**src/rtl/vector_wb_sequencer.sv**
```systemverilog
// Vector writeback sequencer: captures a LANES-wide result + mask and writes it to the lane-banked VRF one lane per cycle.
// Latency: lane k presented k+1 cycles after capture; done pulses one cycle after the final lane slot.
// Backpressure: stall/busy held high for the whole write walk; in_valid is ignored (not captured) while stalled.
//
// Ports:
//   clk, rst            clock and synchronous active-high reset
//   in_valid/in_vreg/in_data/in_mask   vector result from execute (lane k = in_data[k*DATA_W +: DATA_W])
//   flush               abort the current walk; no done pulse
//   stall, busy         hold upstream (identical; busy is for debug/perf counters)
//   done                one-cycle pulse after the final lane slot
//   rf_we/rf_vreg/rf_lane/rf_wdata     VRF lane write port, all zero outside WRITE
//
// Build option: define VWB_MASK_SKIP_EN to walk only the lanes whose mask bit is set.
module vector_wb_sequencer #(
  parameter int  LANES  = 4,
  parameter int  DATA_W = 8,
  parameter int  REG_AW = 3,
  localparam int LANE_W = $clog2(LANES)
) (
  input  logic                    clk,
  input  logic                    rst,
  input  logic                    in_valid,
  input  logic [REG_AW-1:0]       in_vreg,
  input  logic [LANES*DATA_W-1:0] in_data,
  input  logic [LANES-1:0]        in_mask,
  input  logic                    flush,
  output logic                    stall,
  output logic                    busy,
  output logic                    done,
  output logic                    rf_we,
  output logic [REG_AW-1:0]       rf_vreg,
  output logic [LANE_W-1:0]       rf_lane,
  output logic [DATA_W-1:0]       rf_wdata
);

  typedef enum logic {
    IDLE  = 1'b0,
    WRITE = 1'b1
  } state_t;

  localparam logic [LANE_W-1:0] LAST_LANE = LANE_W'(LANES - 1);

  state_t                  state_q;
  logic [LANE_W-1:0]       lane_q;
  logic [REG_AW-1:0]       vreg_q;
  logic [LANES*DATA_W-1:0] data_q;
  logic [LANES-1:0]        mask_q;
  logic                    done_q;

`ifdef VWB_MASK_SKIP_EN
  // Lowest set lane of the incoming mask (start point of the walk) and the
  // lowest set lane strictly above the current one (next slot, if any).
  // Descending scans so the last hit is the lowest qualifying lane.
  logic [LANE_W-1:0] first_lane;
  logic [LANE_W-1:0] next_lane;
  logic              next_found;

  always_comb begin
    first_lane = '0;
    next_lane  = '0;
    next_found = 1'b0;
    for (int k = LANES - 1; k >= 0; k--) begin
      if (in_mask[k]) begin
        first_lane = LANE_W'(k);
      end
      if (mask_q[k] && (LANE_W'(k) > lane_q)) begin
        next_lane  = LANE_W'(k);
        next_found = 1'b1;
      end
    end
  end
`endif

  always_ff @(posedge clk) begin
    if (rst) begin
      state_q <= IDLE;
      lane_q  <= '0;
      vreg_q  <= '0;
      data_q  <= '0;
      mask_q  <= '0;
      done_q  <= 1'b0;
    end else if (flush) begin
      // The lane presented this cycle is still written (rf_we is not gated
      // by flush); nothing after it is, and no done pulse is produced.
      state_q <= IDLE;
      lane_q  <= '0;
      done_q  <= 1'b0;
    end else begin
      done_q <= 1'b0;
      case (state_q)
        IDLE: begin
          if (in_valid) begin
            vreg_q <= in_vreg;
            data_q <= in_data;
            mask_q <= in_mask;
`ifdef VWB_MASK_SKIP_EN
            if (in_mask == '0) begin
              // Nothing to write: finish immediately without stalling.
              done_q <= 1'b1;
            end else begin
              lane_q  <= first_lane;
              state_q <= WRITE;
            end
`else
            lane_q  <= '0;
            state_q <= WRITE;
`endif
          end
        end
        WRITE: begin
`ifdef VWB_MASK_SKIP_EN
          if (next_found) begin
            lane_q <= next_lane;
          end else begin
            state_q <= IDLE;
            done_q  <= 1'b1;
          end
`else
          if (lane_q == LAST_LANE) begin
            state_q <= IDLE;
            done_q  <= 1'b1;
          end else begin
            lane_q <= lane_q + 1'b1;
          end
`endif
        end
        default: begin
          state_q <= IDLE;
        end
      endcase
    end
  end

  assign stall = (state_q == WRITE);
  assign busy  = stall;
  assign done  = done_q;

  // VRF port is driven straight from the captured registers; it reads zero
  // whenever no lane slot is active so idle cycles never look like writes.
  always_comb begin
    rf_we    = 1'b0;
    rf_vreg  = '0;
    rf_lane  = '0;
    rf_wdata = '0;
    if (state_q == WRITE) begin
      rf_we    = mask_q[lane_q];
      rf_vreg  = vreg_q;
      rf_lane  = lane_q;
      rf_wdata = data_q[lane_q*DATA_W +: DATA_W];
    end
  end

endmodule

```
**config.mk**
```make
export PLATFORM = sky130hd
export DESIGN_NAME = vector_wb_sequencer
export DESIGN_NICKNAME = d
export VERILOG_FILES = /design/src/rtl/vector_wb_sequencer.sv
export SDC_FILE = /design/constraint.sdc
export NUM_CORES = 1
export LEC_CHECK = 0
export ABC_AREA = 1
export CAP_MARGIN = 25
export CORE_AREA = 2 2 110 69
export CTS_BUF_LIST = sky130_fd_sc_hd__clkbuf_16
export CTS_CLUSTER_DIAMETER = 50
export CTS_CLUSTER_SIZE = 8
export DETAILED_ROUTE_END_ITERATION = 10
export DIE_AREA = 0 0 112 71
export GPL_TIMING_DRIVEN = 0
export HOLD_SLACK_MARGIN = 0.05
export MAX_ROUTING_LAYER = met4
export SETUP_SLACK_MARGIN = 0.2
export SLEW_MARGIN = 0
export SYNTH_ARGS = -nofsm -noshare
export SYNTH_HDL_FRONTEND = slang
export SYNTH_SLANG_ARGS = --single-unit
```
**constraint.sdc**
```tcl
create_clock -name clk -period 1.1 [get_ports clk]
set_input_delay 0.11 -clock clk [delete_from_list [all_inputs] [get_ports clk]]
set_output_delay 0.11 -clock clk [all_outputs]
set_load 0.02 [all_outputs]
```
# Word-level counts from Yosys, hierarchy flattened
# Cells that the tools add are included.
# word_totals
reg_bits	43
wordCells	31
out_inout_bits	17
# classes
addsub	1
shift	1
reduce_logical	4
n_mux	13
n_eq_ne	3
magnitude_cmp	1
bitwise	2
# ops
cell	count
32-bit by 6-bit indexed part select with 8-bit output	1
8-bit 2-to-1 mux	1
2-bit 2-to-1 mux	3
1-bit 2-to-1 mux	5
2-bit != test, second input constant	2
2-bit one-hot mux with 2 select lines	1
2-bit by 3-bit < comparator with 1-bit output, second input constant	1
3-bit 2-to-1 mux	1
3-bit AND reduction	1
3-bit OR reduction	1
2-bit by 1-bit adder with 2-bit output, second input constant	1
1-bit binary-select mux with 2-bit select	1
2-bit equality test, second input constant	1
1-bit NOT	2
1-bit one-hot mux with 2 select lines	1
2-bit AND reduction	1
2-bit OR reduction	1

# Depth between registers and ports, before layout
# logic_depth
depth_word	3
ltp_mapped	8
depth_no_buf	7

# Worst setup path after synthesis
# OpenSTA, ideal clock, no wires.
# synth_timing
kind	flip-flop to output port
from	reg state_q (netlist: busy)
to	out rf_wdata[0]
n_path_buf	2
path_slack_ns	-0.211
stages_incl_launch_ff	5
t_required_ns	0.990
arrival_time_ns	1.201
cell_sequence	dfxtp_1 buf_6 inv_4 clkbuf_1 a21oi_1
# synth_via
elab_chain_len	1
# synth_lines
element	line	source
from (decl)	43	state_t state_q;
from (signal assigned)	76	state_q <= IDLE;
from (signal assigned)	85	state_q <= IDLE;
from (signal assigned)	106	state_q <= WRITE;
8-bit 2-to-1 mux	145	if (state_q == WRITE) begin
to (decl)	33	output logic [DATA_W-1:0] rf_wdata
# No other way between the ends.

# Worst setup path in the final report
# layout_timing
from	reg lane_q[0]
to	out rf_wdata[6]
# layout_via
elab_chain_len	2
# layout_lines
element	line	source
from (decl)	44	logic [LANE_W-1:0] lane_q;
from (signal assigned)	123	lane_q <= lane_q + 1'b1;
32-bit by 6-bit indexed part select with 8-bit output	149	rf_wdata = data_q[lane_q*DATA_W +: DATA_W];
8-bit 2-to-1 mux	145	
# No other way between the ends.

==> impl_metrics.py <==
metrics = {
    "outcome": {
        "status": "complete, but fails checks",
        "violations": "negative setup slack",
    },
    "drt": {
        "drc": 0,
        "drt-total-wl_um": 6517,
        "viasPerCell": 4.465,
        "drt_iter0_drc": 80,
        "firstDrtPassIters": 4,
        "vias": 2201,
        "ant_nets": 0,
        "avgRoutedWirePerCell_um": 13.22,
    },
    "logic_synthesis": {
        "syn_area_per_cell_um2": 6.541,
        "synth.net_count": 356,
        "synth_fa_ha_area_share_pct": 0.6131,
        "yosys.area_share.simple_pct": 29.61,
        "ys.warnings.count": 0,
        "yosysSeqAreaShare_pct": 42.18,
        "synth_top_family_by_area": "simple AND/OR/NAND/NOR gates",
        "syn_inst": 312,
        "netlist-cell-type-count": 18,
        "ys_seq_elements": 43,
        "syn-cell-area_mm2": 0.002041,
        "synthMuxAreaShare_pct": 0,
        "synthXorXnorAreaFrac_pct": 0,
        "synth_compound_area_share_pct": 12.02,
    },
    "cells_and_area": {
        "final_nets": 445,
        "drive_gt1_share_pct": 39.80,
        "stdcell_count": 493,
        "antenna_cells": 0,
        "syn2layout_area_growth_pct": 82.65,
        "fill_cells": 669,
        "layout_commonest_cell": "nor2_1",
        "final_cell_mix": "55 x nor2_1, 42 x clkdlybuf4s50_1, 40 x inv_1, 40 x dfxtp_1, 35 x nand2_1",
    },
    "sta": {
        "maxSlewViolCount": 0,
        "slew-limit-headroom_pct": 80.17,
        "whs_ns": 0.4386,
        "skew_ns": 0.004254,
        "hold_viol_final": 0,
        "max_freq_ghz": 0.6681,
        "min_period_over_period_pct": 136.1,
        "setup_viol": 56,
        "tightestPinTransition_ns": 0.2974,
        "worst_slack_ns": -0.3969,
        "min_period_ns": 1.497,
        "setup_tns_ns": -10.20,
        "rsz0062_at_grt": "true",
    },
    "setup_path": {
        "crit_arrival_ns": 1.39,
        "path_class": "reg2out",
        "r2r_slack_ns": -0.21,
        "start_kind": "flip-flop",
        "required_ns": 0.99,
        "r2r_end": "data_q[3]",
        "timing.rr.start": "busy",
        "r2r_cells": 7,
        "crit_fanout": 10,
        "crit_path_end_kind": "output pin",
    },
    "cts": {
        "cts_inserted_buffers": 5,
        "path_clk_slew_ns": 0.06,
        "cts_buffer_depth": 2,
        "clkLatencyLatePin_ns": 0.29,
        "cts_tree": "done",
        "root_buffer": "clkbuf_16",
        "ctsHoldBuffers": 0,
        "cts_htree_levels": 2,
        "cts.sinks": 43,
    },
    "grt": {
        "grt_pass1_vias": 2041,
        "antenna_found_initial": 0,
        "gr-total-overflow": 0,
        "grt_max_degree": 14,
        "grt_pass1_wl_um": 9887,
        "grt_usage_pct": 16.41,
    },
    "hold_path": {
        "hold_path_end": "data_q[7]",
        "hold_depth": 3,
        "hp-start": "in_data[7]",
        "worstHoldPathType": "in2reg",
    },
    "power_and_ir_drop": {
        "leakage_uw": 0.001560,
        "vdd_drop_max_mv": 0.6363,
        "total_power_uw": 4275,
        "power-per-cell-area_mw_per_mm2": 1147,
    },
    "floorplanning": {
        "design.core.area_mm2": 0.007027,
        "fp.dieH_um": 71,
        "die_area_mm2": 0.007952,
        "ios": 60,
        "start_util_pct": 29.04,
        "die_w_um": 112,
        "fp-row-count": 24,
    },
    "placed_design": {
        "place_congestion": 0.8329,
        "dp_hpwl_um": 4126,
        "placed_cells": 462,
        "portBuffers": 59,
    },
    "flow_run": {
        "cap_violations": 0,
    },
}
[layout make-up]
type,instances,area (um2),area share [%]
clock inverter,3,38.79,1.041
clock buffer,5,125.1,3.357
inverter,49,197.7,5.304
tap,91,113.9,3.055
buffer,20,255.2,6.848
timing repair buffer,82,887.1,23.80
multi-input combinational,200,1240,33.27
sequential,43,869.6,23.33
[power breakdown]
| group | total [uW] | switching [uW] | internal [uW] |
|---|---|---|---|
| combinational | 876 | 412 | 465 |
| sequential | 1730 | 68.8 | 1660 |
| clock | 1670 | 614 | 1060 |
| total | 4270 | 1090 | 3180 |
[critical path, stage by stage (launching register included)]
cell and delay [ns]:
dfxtp_2 0.33, buf_6 0.14, buf_8 0.14, nand2_2 0.08
nand3_2 0.09, a21oi_4 0.18, buf_6 0.13
[cell usage after synthesis (all sizes together)]
cell / number / area share (%)
clkinv: 1 / 0.18
nand3: 22 / 6.0
a21oi: 10 / 2.5
inv: 48 / 9.1
nor3: 1 / 0.25
buf: 10 / 4.5
clkbuf: 10 / 1.8
nand2: 46 / 8.5
o21ai: 39 / 9.6
nor2: 81 / 15
dfxtp: 43 / 42
ha: 1 / 0.61
[through the flow]
| step | setup slack (ns) | cell area [um2] | utilization [%] |
|---|---|---|---|
| after floorplan | -0.04075 | 2175 | - |
| after global placement | -0.6023 | 2879 | 40.97 |
| after detailed placement | -0.6038 | 2879 | 40.97 |
| after CTS | -0.3806 | 3480 | 49.52 |
| after global routing | -0.4484 | 3727 | 53.04 |
| final | -0.3969 | 3727 | 53.04 |
[per-layer routing]
| metal | up-vias | wire length [um] | GRT usage, % |
|---|---|---|---|
| li1 | 1131 | - | - |
| met1 | 997 | 3230 | 22.92 |
| met2 | 66 | 2805 | 23.43 |
| met3 | 7 | 408 | 4.284 |
| met4 | 0 | 73 | 4.743 |
| met5 | - | 0 | - |
[worst max path at each step]
stage	endpoint	slack [ns]	from
finish	rf_wdata[6]	-0.40	lane_q[0]
global route	rf_wdata[6]	-0.45	lane_q[0]
CTS	rf_wdata[4]	-0.38	lane_q[0]
detailed placement	rf_wdata[4]	-0.60	lane_q[0]
global placement	rf_wdata[6]	-0.60	lane_q[0]
floorplan	data_q[0]	-0.04	busy
[state kept, by name (all words and copies together) (netlist names)]
signal	flops
vreg_q	3
mask_q	4
lane_q	2
done	1
data_q	32
busy	1
[cells by family (layout without fill, tap and decap cells)]
logic type                 Yosys count  in the layout
adders and majority gates            1              1
DFF                                 43             43
and+or+nand+nor                    150            150
AOI/OAI and AO/OA                   49             49
buffers and inverters               69            159
[what timing repair did]
action / 4_1_cts / 5_1_grt
resized for setup: 181 / 77
endpoints found under the setup margin: 60 / 60
pin swaps: 18 / 37
buffers inserted: 10 / 5
cloned: 7 / 1
Note: power is estimated with default switching activity, not from simulation.
